===== config.mk =====
export PLATFORM = sky130hd
export DESIGN_NAME = palette_layer_scheduler
export DESIGN_NICKNAME = d
export VERILOG_FILES = /design/src/rtl/palette_layer_scheduler.sv
export SDC_FILE = /design/constraint.sdc
export NUM_CORES = 1
export LEC_CHECK = 0
export BUFFER_PORTS_ARGS = -buffer_cell sky130_fd_sc_hd__buf_2
export CAP_MARGIN = 20
export CORE_MARGIN = 1
export CORE_UTILIZATION = 52
export DETAILED_ROUTE_END_ITERATION = 8
export PLACE_DENSITY = 0.79
export SLEW_MARGIN = 10
export SYNTH_ARGS = -nofsm -noshare
export SYNTH_HDL_FRONTEND = slang
export SYNTH_SLANG_ARGS = --single-unit
export TNS_END_PERCENT = 50

===== constraint.sdc =====
create_clock -name Clk -period 4 [get_ports Clk]
set_input_delay 0.4 -clock Clk [delete_from_list [all_inputs] [get_ports Clk]]
set_output_delay 0.4 -clock Clk [all_outputs]
set_load 0.02 [all_outputs]

===== src/rtl/palette_layer_scheduler.sv =====
// Per-pixel sprite layer arbiter: picks the highest-priority opaque layer and looks up its colour in a shared palette.
// Define PAL_FASTSCAN_EN to resolve all layers in a single scan cycle with a priority encoder instead of one layer per cycle.
module palette_layer_scheduler #(
  parameter int                 NUM_LAYERS      = 4,
  parameter int                 IDX_W           = 4,
  parameter logic [IDX_W-1:0]   TRANSPARENT_IDX = '0,
  parameter int                 LW              = (NUM_LAYERS > 1) ? $clog2(NUM_LAYERS) : 1
) (
  input  logic                        Clk,
  input  logic                        Reset_n,
  input  logic                        pix_start,
  input  logic [NUM_LAYERS-1:0]       layer_hit,
  input  logic [NUM_LAYERS*IDX_W-1:0] layer_index,
  output logic [IDX_W-1:0]            pal_index,
  input  logic [11:0]                 pal_rgb,
  output logic [3:0]                  red,
  output logic [3:0]                  green,
  output logic [3:0]                  blue,
  output logic                        pix_valid,
  output logic [LW-1:0]               win_layer,
  output logic                        win_none,
  output logic                        busy
);

  // state  | meaning
  // IDLE   | waiting for pix_start, layer snapshot captured on accept
  // SCAN   | searching for the first opaque layer
  // LOOKUP | palette index driven, colour registered at end of cycle
  // DONE   | pix_valid high for one cycle
  typedef enum logic [1:0] {S_IDLE, S_SCAN, S_LOOKUP, S_DONE} state_t;

  state_t                      state_q;
  logic [NUM_LAYERS-1:0]       hit_q;
  logic [NUM_LAYERS*IDX_W-1:0] idx_q;
  logic [IDX_W-1:0]            pal_index_q;
  logic [3:0]                  red_q, green_q, blue_q;
  logic                        pix_valid_q;
  logic [LW-1:0]               win_layer_q;
  logic                        win_none_q;
  logic                        busy_q;

  logic [IDX_W-1:0]            idx_arr [NUM_LAYERS];
  logic [NUM_LAYERS-1:0]       opaque;

  always_comb begin
    for (int k = 0; k < NUM_LAYERS; k++) begin
      idx_arr[k] = idx_q[k*IDX_W +: IDX_W];
      opaque[k]  = hit_q[k] && (idx_q[k*IDX_W +: IDX_W] != TRANSPARENT_IDX);
    end
  end

`ifdef PAL_FASTSCAN_EN
  logic          fast_hit;
  logic [LW-1:0] fast_sel;

  // Descending loop so the lowest-numbered opaque layer is the last write and wins.
  always_comb begin
    fast_hit = 1'b0;
    fast_sel = '0;
    for (int k = NUM_LAYERS-1; k >= 0; k--) begin
      if (opaque[k]) begin
        fast_hit = 1'b1;
        fast_sel = LW'(k);
      end
    end
  end
`else
  logic [LW-1:0] ptr_q;
`endif

  always_ff @(posedge Clk) begin
    if (!Reset_n) begin
      state_q     <= S_IDLE;
      hit_q       <= '0;
      idx_q       <= '0;
      pal_index_q <= '0;
      red_q       <= '0;
      green_q     <= '0;
      blue_q      <= '0;
      pix_valid_q <= 1'b0;
      win_layer_q <= '0;
      win_none_q  <= 1'b0;
      busy_q      <= 1'b0;
`ifndef PAL_FASTSCAN_EN
      ptr_q       <= '0;
`endif
    end else begin
      pix_valid_q <= 1'b0;
      case (state_q)
        S_IDLE: begin
          if (pix_start) begin
            hit_q   <= layer_hit;
            idx_q   <= layer_index;
            busy_q  <= 1'b1;
            state_q <= S_SCAN;
`ifndef PAL_FASTSCAN_EN
            ptr_q   <= '0;
`endif
          end
        end
        S_SCAN: begin
`ifdef PAL_FASTSCAN_EN
          if (fast_hit) begin
            pal_index_q <= idx_arr[fast_sel];
            win_layer_q <= fast_sel;
            win_none_q  <= 1'b0;
          end else begin
            pal_index_q <= TRANSPARENT_IDX;
            win_layer_q <= '0;
            win_none_q  <= 1'b1;
          end
          state_q <= S_LOOKUP;
`else
          if (opaque[ptr_q]) begin
            pal_index_q <= idx_arr[ptr_q];
            win_layer_q <= ptr_q;
            win_none_q  <= 1'b0;
            state_q     <= S_LOOKUP;
          end else if (ptr_q == LW'(NUM_LAYERS-1)) begin
            pal_index_q <= TRANSPARENT_IDX;
            win_layer_q <= '0;
            win_none_q  <= 1'b1;
            state_q     <= S_LOOKUP;
          end else begin
            ptr_q <= ptr_q + LW'(1);
          end
`endif
        end
        S_LOOKUP: begin
          {red_q, green_q, blue_q} <= pal_rgb;
          pix_valid_q              <= 1'b1;
          state_q                  <= S_DONE;
        end
        default: begin
          busy_q  <= 1'b0;
          state_q <= S_IDLE;
        end
      endcase
    end
  end

  assign pal_index = pal_index_q;
  assign red       = red_q;
  assign green     = green_q;
  assign blue      = blue_q;
  assign pix_valid = pix_valid_q;
  assign win_layer = win_layer_q;
  assign win_none  = win_none_q;
  assign busy      = busy_q;

endmodule

# After elaboration in Yosys (flattened, before gate mapping)
# Cells that the tools add are included.
[classes]
add_sub_neg = 1
order_cmp = 2
eq_ne = 7
muxes = 22
bitwise = 2
reduce_logical = 17
[op_table]
columns = ["operator", "n"]
rows = [
  ["2-to-1 mux 2 bit", 8],
  ["2-to-1 mux 4 bit", 4],
  ["nonzero test 4 bit", 4],
  ["binary-select mux 4 bit (select 2 bit)", 1],
  ["AND reduction 2 bit", 4],
  ["!= test 2 bit (second input constant)", 3],
  ["case mux 2 bit (3 select lines)", 1],
  ["2-to-1 mux 1 bit", 5],
  ["== test 2 bit (second input constant)", 2],
  ["logical AND 1 bit", 4],
  ["case mux 2 bit (2 select lines)", 1],
  ["AND reduction 4 bit", 1],
  ["nonzero test 2 bit", 2],
  ["greater-or-equal comparator 3 bit (second input constant)", 1],
  ["< comparator 2 x 3 -> 1 bit (second input constant)", 1],
  ["!= test 3 bit (second input constant)", 1],
  ["NOT 2 -> 3 bit", 1],
  ["adder 2 x 1 -> 2 bit (second input constant)", 1],
  ["binary-select mux 1 bit (select 2 bit)", 1],
  ["== test 2 x 1 -> 1 bit (second input constant)", 1],
  ["zero test 2 bit", 1],
  ["case mux 1 bit (2 select lines)", 1],
  ["OR reduction 2 bit", 1],
  ["NOT 1 bit", 1],
]
[word_totals]
register_bits = 45
inputBits = 35
output_inout_bits = 21
wordCells = 63

# Longest topological paths before layout
[depth]
depth_word = 6
mapped_depth = 7
ltp_nobuf = 6

# Worst setup path before layout
# No wires, ideal clock.
[synth_timing]
path_kind = "reg-to-reg"
start = "reg state_q[1]"
end = "reg state_q[0]"
setup_time_ps = 86
arrival_ps = 1350
required_ps = 3914
path_slack_ps = 2564
stages_incl_launch_ff = 8
n_path_buf = 1
period_less_slack_ps = 1436
path_cell_list = "dfxtp_1 -> inv_1 -> ha_1 -> buf_2 -> nor3b_1 -> o221ai_1 -> o221ai_2 -> a221oi_2"
[synth_via]
elab_chain_cells = 3
word_cells_on_any_way = 7
cone_classes = "eq/ne: 4; mux: 1; reduce/logical: 2"
[synth_lines]
columns = ["element", "line_no", "text"]
rows = [
  ["start: declaration", "32", "state_t state_q;"],
  ["start signal: assignment", "73", "state_q <= S_IDLE;"],
  ["start signal: assignment", "95", "state_q <= S_SCAN;"],
  ["start signal: assignment", "118", "state_q <= S_LOOKUP;"],
  ["== test 2 x 1 -> 1 bit / zero test 2 bit (equally long branches)", "89", "case (state_q)"],
  ["!= test 3 bit (no source line) / != test 2 bit (equally long branches)", "--", ""],
  ["AND reduction 2 bit (no source line)", "--", ""],
]
# Several ways; a longest one is shown, not always the timed one.
# A chain may end at the register's enable or synchronous reset.

# Worst setup path in the final report
# Ends and elaborated chain as after synthesis.

==> flow_metrics.tcl <==
set metrics [dict create \
    status "completed" \
    crit_chain "inv_1 -> ha_1 -> nor3b_1 -> o221ai_1 -> o21a_1 -> a221oi_2" \
    worst_pin_slew_ns 0.7299 \
    required_ns 4.22 \
    syn_to_final_growth_pct 16.13 \
    rows 22 \
    hold_buffers 0 \
    gp_congestion 0.7718 \
    slew_viol_final 0 \
    clockBufferDepth 2 \
    cts.root.buffer_cell "clkbuf_8" \
    cp_slowest_cell "ha_1" \
    hold_start "layer_index[3]" \
    drc 0 \
    clkTransAtPathRegs_ns 0.08 \
    die_h_um 65.22 \
    finClkSkew_ns 0.004851 \
    htreeDepth 2 \
    drt-total-wl_mm 4.116 \
    layout.cells.non_filler 319 \
    synthMuxAreaShare 0.1198 \
    grt-ovfl-total 0 \
    slowest_delay_ns 0.53 \
    io_pins 56 \
    yosysWarnings 0 \
    port_buffers 55 \
    hold_viol 0 \
    cts_setup_buffers 0 \
    clock_sinks 45 \
    syn_inst 224 \
    vias 1724 \
    synth-xor-area-share 0 \
    r2r-end "state_q[0]" \
    worstRegToRegCells 6 \
    grt_pass1_wl_mm 7.058 \
    synth_seq_area_share 0.4335 \
    drive_above_1_share 0.2952 \
    finalCritPeriodShare 0.4661 \
    drv_cap 0 \
    ctsResizeCount 0 \
    cp.arrival_ns 2.08 \
    start_kind "flip-flop" \
    critPathKind "flip-flop to flip-flop" \
    synth_compound_area_frac 0.1511 \
    min_path_cells 3 \
    postLayoutCoreUtil 0.6447 \
    worstHoldEndpoint "idx_q[3]" \
    die_w_um 65.22 \
    fmax_mhz 536.3 \
    grt_setup_unrepaired "no" \
    async_flop_share 0 \
    r2r_slack_ns 2.14 \
    synth.net_count 263 \
    clk_latency_ns 0.30 \
    regToRegStartpoint "state_q[1]" \
    via_per_inst 5.404 \
    dp_slack_ns 2.153 \
    relSlewSlack 0.5134 \
    synth_top_family_by_area "simple AND/OR/NAND/NOR gates" \
    fin_crit_ns 1.864 \
    synth_fa_ha_area_frac 0.02408 \
    synth_edf_count 0 \
    nets 309 \
    ys_seq_elements 45 \
    diodes 0 \
    track_usage 0.2151 \
    powerDensity_nw_per_um2 570.6 \
    holdWs_ns 0.3342 \
    synth_simple_gate_area_frac 0.2173 \
    final-setup-viol-count 0 \
    hp-class "primary input to flip-flop" \
    antenna_found_initial 0 \
    ant_nets 0 \
    die_area_um2 4254 \
    start_util 0.5551 \
    first_global_vias 1544 \
    setup_tns_ns 0 \
    synth_area_um2 2078 \
    dp.cells 311 \
    core-area_um2 3744 \
    synth_area_per_cell_um2 9.278 \
    synth_flop_cell "dfxtp_1" \
    yosysUniqueCellTypes 33 \
    finalWorstSetupSlack_ns 2.136 \
    p_leak_nw 0.9940 \
    numCtsBuffers 5 \
    drt_iter0_drc 86 \
    grt_start_max_net_pins 28 \
    ir_drop_mv 0.3314 \
    cts_tree "done" \
    avgRoutedWirePerCell_um 12.90 \
    hpwl_mm 2.976 \
    firstDrtPassIters 4 \
    critPathMaxFanout 20 \
    setup.worst_path.end_class "flip-flop" \
]
==> per-layer routing <==
metal  GRT usage  up-vias  share of wire
li1            -      867              -
met1      0.2954      794           0.48
met2      0.3286       56           0.45
met3     0.03646        7          0.047
met4     0.09783        0          0.017
met5           0        -              0
==> synth_stat cells, types with 4 or more instances <==
master	number	area share
nand4_1	5	0.015
ha_1	4	0.024
dfxtp_1	45	0.43
a21oi_1	23	0.055
nor2_1	13	0.023
a21oi_2	5	0.021
mux2i_1	14	0.067
nand2_1	56	0.10
inv_1	6	0.011
a31o_1	6	0.025
clkbuf_1	11	0.020
nor4_4	4	0.041
==> cell usage in the layout, fill, tap and decap left out <==
| master | n |
|---|---|
| a31oi_1 | 1 |
| o221ai_1 | 1 |
| mux2i_1 | 14 |
| a21oi_1 | 23 |
| and2_1 | 2 |
| buf_4 | 1 |
| mux4_1 | 2 |
| nand3_1 | 2 |
| o22ai_1 | 2 |
| a221oi_2 | 1 |
| inv_1 | 6 |
| o21a_1 | 1 |
| ha_1 | 4 |
| clkbuf_1 | 1 |
| nor2b_1 | 1 |
| nand2b_4 | 1 |
| a211oi_1 | 1 |
| nand4_1 | 5 |
| mux2_2 | 1 |
| nor3b_1 | 1 |
| buf_2 | 55 |
| o221ai_2 | 3 |
| nor2_1 | 13 |
| nand2b_1 | 1 |
| nor4_4 | 4 |
| a21oi_2 | 5 |
| mux4_2 | 2 |
| dfxtp_1 | 45 |
| and3_1 | 1 |
| a31o_1 | 6 |
| nand2_1 | 56 |
| nor3_1 | 1 |
| clkbuf_8 | 5 |
| nand4b_1 | 1 |
| clkinv_2 | 2 |
==> final cells by class <==
cell class / instances / area, um^2
clock inverter: 2 / 10.01
clock buffer: 6 / 72.57
timing repair buffer: 56 / 282.8
sequential: 45 / 900.9
multi-input combinational: 156 / 1065
fill: 344 / 1330
tap: 48 / 60.06
inverter: 6 / 22.52
==> how the worst max path moves through the flow <==
stage	from	to	slack, ns	cells past startpoint
4_1_cts	state_q[1]	state_q[0]	2.13	6
6_report	state_q[1]	state_q[0]	2.14	6
3_5_place_dp	state_q[1]	state_q[0]	2.15	6
3_3_place_gp	state_q[1]	state_q[0]	2.28	6
2_1_floorplan	state_q[1]	state_q[0]	2.56	7
5_1_grt	state_q[1]	state_q[0]	1.89	6
==> cell families after synthesis <==
logic type      count (synthesis)
simple gates                   89
flops                          45
compound gates                 44
buf+inv                        23
mux                            19
fa+ha+maj                       4
==> critical path: cells and delay by family, from the launching register on <==
kind	cells	cell delay, ns
buf+inv	1	0.08
flops	1	0.33
compound gates	3	0.58
simple gates	1	0.27
fa+ha+maj	1	0.53
==> stage by stage <==
stage / cell area (um^2) / power (mW)
after floorplan: 2078 / 1.017
after global placement: 2331 / 1.106
after detailed placement: 2331 / 1.123
after CTS: 2414 / 1.383
after global routing: 2414 / 1.472
final: 2414 / 1.377
==> flip-flops by register name, indices dropped and copies added, names as in the netlist <==
signal     count
pal_index      4
busy           1
green          4
red            4
idx_q         16
state_q        2
ptr_q          2
blue           4
pix_valid      1
win_none       1
hit_q          4
win_layer      2
==> power breakdown <==
| group | total [mW] | leakage [nW] | switching [mW] | internal (mW) |
|---|---|---|---|---|
| Combinational | 0.507 | 0.582 | 0.291 | 0.216 |
| Clock | 0.264 | 0.0450 | 0.143 | 0.121 |
| Sequential | 0.606 | 0.367 | 0.0767 | 0.529 |
| Total | 1.38 | 0.994 | 0.511 | 0.866 |
No activity file was read; power rests on OpenSTA's default activity.
